$ cat src/rtl/la_trigger_sequencer.sv
// Multi-stage trigger sequencer: ordered match stages with occurrence counts; trigger aligned to dout (3-cycle delay).
// Optional macro LA_TRIGGER_EDGE_EN adds per-bit rise/fall terms to each stage match.
module la_trigger_sequencer #(
  parameter  int WIDTH      = 32,
  parameter  int STAGES     = 4,
  parameter  int COUNT_BITS = 16,
  localparam int SW         = (STAGES > 1) ? $clog2(STAGES) : 1
) (
  input  logic                         rx_clk,
  input  logic                         rx_rst_n,
  input  logic [WIDTH-1:0]             rx_data,
  input  logic                         arm,
  input  logic                         abort,
  input  logic [SW-1:0]                cfg_last_stage,
  input  logic [STAGES*WIDTH-1:0]      cfg_mask,
  input  logic [STAGES*WIDTH-1:0]      cfg_value,
  input  logic [STAGES*WIDTH-1:0]      cfg_rise,
  input  logic [STAGES*WIDTH-1:0]      cfg_fall,
  input  logic [STAGES*COUNT_BITS-1:0] cfg_count,
  input  logic [STAGES-1:0]            cfg_consecutive,
  output logic [WIDTH-1:0]             dout,
  output logic                         trigger,
  output logic                         active,
  output logic [SW-1:0]                stage
);

  typedef enum logic {ST_IDLE = 1'b0, ST_WAIT = 1'b1} state_t;

  logic [WIDTH-1:0]    d1_p1_q;
  logic [WIDTH-1:0]    dly_p2_q;
  logic [WIDTH-1:0]    dout_p3_q;
  logic [STAGES-1:0]   m_d, m_p2_q;
  state_t              state_d, state_q;
  logic [SW-1:0]       stage_d, stage_q;
  logic [COUNT_BITS-1:0] count_d, count_q;
  logic                trigger_d, trigger_q;

  logic [SW-1:0]         last_stage;
  logic [COUNT_BITS-1:0] cur_count_cfg;
  logic                  cur_cons;
  logic                  cur_hit;
  logic [COUNT_BITS:0]   cnt_next;
  logic [COUNT_BITS:0]   eff_cnt;

`ifdef LA_TRIGGER_EDGE_EN
  logic [WIDTH-1:0]    d0_p1_q;

  function automatic logic stage_match(input logic [WIDTH-1:0] cur, prev, value, mask, rise, fall);
    logic value_ok, rise_ok, fall_ok;
    value_ok = ((cur ^ value) & mask) == '0;
    rise_ok  = (rise & ~(~prev & cur)) == '0;
    fall_ok  = (fall & ~(prev & ~cur)) == '0;
    return value_ok && rise_ok && fall_ok;
  endfunction
`else
  logic unused_edge_cfg;
  assign unused_edge_cfg = ^{cfg_rise, cfg_fall};

  function automatic logic stage_match(input logic [WIDTH-1:0] cur, value, mask);
    return ((cur ^ value) & mask) == '0;
  endfunction
`endif

  // A programmed count of 0 behaves as 1; widened by one bit so the compare never wraps.
  function automatic logic [COUNT_BITS:0] eff_count(input logic [COUNT_BITS-1:0] c);
    return (c == '0) ? (COUNT_BITS+1)'(1) : {1'b0, c};
  endfunction

  // P2: per-stage match vector from the P1 words
  always_comb begin
    m_d = '0;
    for (int s = 0; s < STAGES; s++) begin
`ifdef LA_TRIGGER_EDGE_EN
      m_d[s] = stage_match(d1_p1_q, d0_p1_q, cfg_value[s*WIDTH +: WIDTH], cfg_mask[s*WIDTH +: WIDTH],
                           cfg_rise[s*WIDTH +: WIDTH], cfg_fall[s*WIDTH +: WIDTH]);
`else
      m_d[s] = stage_match(d1_p1_q, cfg_value[s*WIDTH +: WIDTH], cfg_mask[s*WIDTH +: WIDTH]);
`endif
    end
  end

  // Per-stage config for the current stage, selected without a variable index
  always_comb begin
    cur_count_cfg = '0;
    cur_cons      = 1'b0;
    cur_hit       = 1'b0;
    for (int s = 0; s < STAGES; s++) begin
      if (SW'(s) == stage_q) begin
        cur_count_cfg = cfg_count[s*COUNT_BITS +: COUNT_BITS];
        cur_cons      = cfg_consecutive[s];
        cur_hit       = m_p2_q[s];
      end
    end
  end

  assign last_stage = (cfg_last_stage > SW'(STAGES-1)) ? SW'(STAGES-1) : cfg_last_stage;
  assign cnt_next   = {1'b0, count_q} + (COUNT_BITS+1)'(1);
  assign eff_cnt    = eff_count(cur_count_cfg);

  // P3: sequencing FSM; stage >= last keeps a live config change from stranding the FSM
  always_comb begin
    state_d   = state_q;
    stage_d   = stage_q;
    count_d   = count_q;
    trigger_d = 1'b0;
    unique case (state_q)
      ST_IDLE: begin
        if (arm) begin
          state_d = ST_WAIT;
          stage_d = '0;
          count_d = '0;
        end
      end
      ST_WAIT: begin
        if (arm) begin
          stage_d = '0;
          count_d = '0;
        end else if (cur_hit) begin
          if (cnt_next >= eff_cnt) begin
            count_d = '0;
            if (stage_q >= last_stage) begin
              trigger_d = 1'b1;
              state_d   = ST_IDLE;
              stage_d   = '0;
            end else begin
              stage_d = stage_q + SW'(1);
            end
          end else begin
            count_d = cnt_next[COUNT_BITS-1:0];
          end
        end else if (cur_cons) begin
          count_d = '0;
        end
      end
      default: state_d = ST_IDLE;
    endcase
    if (abort) begin
      state_d   = ST_IDLE;
      stage_d   = '0;
      count_d   = '0;
      trigger_d = 1'b0;
    end
  end

  always_ff @(posedge rx_clk or negedge rx_rst_n) begin
    if (!rx_rst_n) begin
`ifdef LA_TRIGGER_EDGE_EN
      d0_p1_q   <= '0;
`endif
      d1_p1_q   <= '0;
      dly_p2_q  <= '0;
      dout_p3_q <= '0;
      m_p2_q    <= '0;
      state_q   <= ST_IDLE;
      stage_q   <= '0;
      count_q   <= '0;
      trigger_q <= 1'b0;
    end else begin
`ifdef LA_TRIGGER_EDGE_EN
      d0_p1_q   <= d1_p1_q;
`endif
      d1_p1_q   <= rx_data;
      dly_p2_q  <= d1_p1_q;
      dout_p3_q <= dly_p2_q;
      m_p2_q    <= m_d;
      state_q   <= state_d;
      stage_q   <= stage_d;
      count_q   <= count_d;
      trigger_q <= trigger_d;
    end
  end

  assign dout    = dout_p3_q;
  assign trigger = trigger_q;
  assign active  = (state_q == ST_WAIT);
  assign stage   = stage_q;

endmodule

$ cat config.mk
export PLATFORM = sky130hd
export DESIGN_NAME = la_trigger_sequencer
export DESIGN_NICKNAME = d
export VERILOG_FILES = /design/src/rtl/la_trigger_sequencer.sv
export SDC_FILE = /design/constraint.sdc
export NUM_CORES = 1
export LEC_CHECK = 0
export ABC_AREA = 0
export CAP_MARGIN = 40
export CORE_AREA = 4 4 254 256
export CTS_BUF_LIST = sky130_fd_sc_hd__clkbuf_16
export DETAILED_ROUTE_END_ITERATION = 12
export DIE_AREA = 0 0 258 260
export SYNTH_ARGS = -nofsm -noshare
export SYNTH_HDL_FRONTEND = slang
export SYNTH_SLANG_ARGS = --single-unit
export TNS_END_PERCENT = 100
$ cat constraint.sdc
create_clock -name rx_clk -period 5.73 [get_ports rx_clk]
set_clock_uncertainty 0.05 [all_clocks]
set_input_delay 1.146 -clock rx_clk [delete_from_list [all_inputs] [get_ports rx_clk]]
set_output_delay 1.146 -clock rx_clk [all_outputs]
set_load 0.02 [all_outputs]
==> results.ini <==
[detailed_routing]
drc = 0
viasPerCell = 3.547
vias = 6654
postRouteAntennaNets = 0
drt-total-wl_um = 38180
initialDrtViolationCount = 273
wire_per_inst_um = 20.35
dr.pass1.iters = 6

[sta]
period_minus_slack_ps = 4486
grt_setup_unrepaired = no
max_slew.worst_pin.slew_ps = 853.9
slew_viol_final = 0
tns_ps = 0
finalWorstSetupSlack_ps = 1244
setup_viol = 0
period_share_pct = 78.29
fmax_ghz = 0.2229
slew_headroom_pct = 43.08
hold_violations = 0

[floorplan]
die_x_um = 258
std_cell_rows = 92
core_um2 = 62500
dieArea_um2 = 67080
dieHeight_um = 260
start_util_pct = 10.61
ios = 654

[setup_path]
critPathMostFrequentCell = ha_1
ff2ff_setup_slack_ps = 1240
critical_path_class = flip-flop to flip-flop
cpPeakStageDelay_ps = 740
cp-start-kind = flip-flop
crit_buf_inv = 1
slowest_stage = ha_1
r2r_cells = 12
r2r_start = stage[0]$_DFFE_PN0P_
path_cells = inv_1, ha_1, nand2b_2, o221ai_1, nand4_1, or3_1, o31ai_1, ha_1, a31o_2, o21ai_2, nand3_2, nor3b_1
r2r-end = trigger$_DFF_PN0_
critPathCaptureType = flip-flop
cpLargestDelayFamily = compound AO/OA/AOI/OAI gates
cp.arrival_ps = 4740
crit_fanout = 25
crit_required_ps = 5980

[synth]
synth-seq-cells = 120
ys_top_cells_by_area = dfrtp_1 45%, xor2_1 17%, a22oi_1 7.5%, ha_1 4.3%, nand2_1 3.0%
synth.most_common_cell = xor2_1
synth-main-ff-cell = dfrtp_1
yosys.area.top_type = dfrtp_1
seq_area_frac_synth_pct = 45.30
ys_types = 51
syn-instance-count = 605
synth.avg_cell_area_um2 = 10.96
synth_enable_flop_cells = 0
synth_common_cells = 131 x xor2_1, 120 x dfrtp_1, 66 x a22oi_1
async_reset_ff_share_pct = 100.0
yosysWarnings = 0
mappedNetlistArea_um2 = 6629
syn-num-nets = 1246
synth_top_area_share_pct = 45.30

[placement]
place_congestion = 0.9075
dp_hpwl_um = 32640
pre_cts_ws_ps = 1133
place_inst = 1841
io_buffers = 397

[clock_network]
cts_max_path_buffers = 2
clk_pin_slew_worst_paths_ps = 60
cts_tree = yes
cts_setup_buffers = 0
clock_latency_ps = 470
root_buffer = clkbuf_16
numClockSinks = 120
cts_resized = 0
cts_htree_levels = 4
cts_buffers = 17
cts.hold.buffers_added = 0

[global_routing]
grt_max_degree = 56
grt_usage_pct = 11.32
grt_pass1_wl_um = 52560
antenna_found_initial = 29
grt-ovfl-total = 0
first_global_vias = 7394

[min_path]
hp-class = flip-flop to flip-flop
hold_depth = 0
min_to = dout[2]$_DFF_PN0_
min-delay-start = dly_p2_q[2]$_DFF_PN0_

[cells_and_area]
syn2layout_area_growth_pct = 84.30
fin_cells = 1876
postLayoutCoreUtil_pct = 19.55
drive_above_1_share_pct = 5.648
nets = 1655

[power]
power.density_nw_per_um2 = 210.8
peakVddDrop_mv = 0.2125
leakagePower_nw = 4.815

[outcome]
status = completed

[flow_run]
cap_viol_max_count = 0

## how the worst max path moves through the flow
| stage | from | to | slack (ps) | cells after the start |
|---|---|---|---|---|
| after CTS | stage[0]$_DFFE_PN0P_ | trigger$_DFF_PN0_ | 1240 | 12 |
| after global routing | stage[0]$_DFFE_PN0P_ | trigger$_DFF_PN0_ | 940 | 12 |
| after detailed placement | cfg_count[21] | trigger$_DFF_PN0_ | 1130 | 12 |
| final | stage[0]$_DFFE_PN0P_ | trigger$_DFF_PN0_ | 1240 | 12 |
| after floorplan | cfg_count[18] | active$_DFF_PN0_ | 2290 | 11 |
| after global placement | cfg_count[21] | trigger$_DFF_PN0_ | 1070 | 12 |
## power breakdown
| group | leakage, nW | switching, mW | internal [mW] |
|---|---|---|---|
| logic | 3.08 | 0.200 | 0.311 |
| clock network | 0.285 | 0.461 | 0.683 |
| registers | 1.45 | 0.0386 | 0.882 |
## logic make-up after synthesis
family / Yosys count / share of synthesized area (%)
AOI/OAI and AO/OA: 143 / 16.18
adders and majority gates: 23 / 4.341
DFF: 120 / 45.30
xor gates and xnor gates: 142 / 18.76
muxes: 9 / 1.359
buffers and inverters: 24 / 2.171
and+or+nand+nor: 144 / 11.89
## worst register-to-register path: cells and delay by family (launching register included)
kind                     cells  cell delay [ps]
AO/OA/AOI/OAI                4             1380
flip-flops                   1              420
adder cells (fa/ha/maj)      2             1030
buffers and inverters        1              160
AND/OR/NAND/NOR              5             1290
## area by class of cell
class	count	area [um2]
Tap cell	846	1059
Sequential cell	120	3003
Multi-Input combinational cell	461	3482
Inverter	11	41.29
Fill cell	6883	50290
Timing Repair Buffer	403	4025
Clock inverter	15	173.9
Antenna cell	3	7.507
Clock buffer	17	425.4
## stage by stage
stage | hold WS [ps] | power (mW) | cell area (um2)
after floorplan | 281.2 | 1.056 | 6629
after global placement | 282.8 | 1.450 | 11580
after detailed placement | 284.7 | 1.455 | 11610
after CTS | 298.1 | 2.649 | 12210
after global routing | 300.7 | 2.713 | 12210
final | 296.0 | 2.575 | 12220
## registers in the layout (all words and copies together) (netlist names)
register / flops
m_p2_q: 4
count_q: 16
d1_p1_q: 32
dout: 32
dly_p2_q: 32
trigger: 1
active: 1
stage: 2
## per-layer routing
layer,vias up,GRT usage [%],wire (um)
li1,3033,-,-
met1,3033,12.82,15540
met2,475,17.67,16320
met3,85,6.271,4838
met4,28,4.732,1302
met5,-,0,173
## layout by cell type, fill, tap and decap left out, types with 11 or more instances in the layout
cell type and instances:
nand4_1 25, clkbuf_16 17, clkdlybuf4s50_1 396, nor2_1 12, ha_1 23, o21ai_1 16
a22oi_1 66, xnor2_1 11, xor2_1 131, a21oi_1 20, nand2_1 53, dfrtp_1 120
Note: power is estimated with default switching activity, not from simulation.
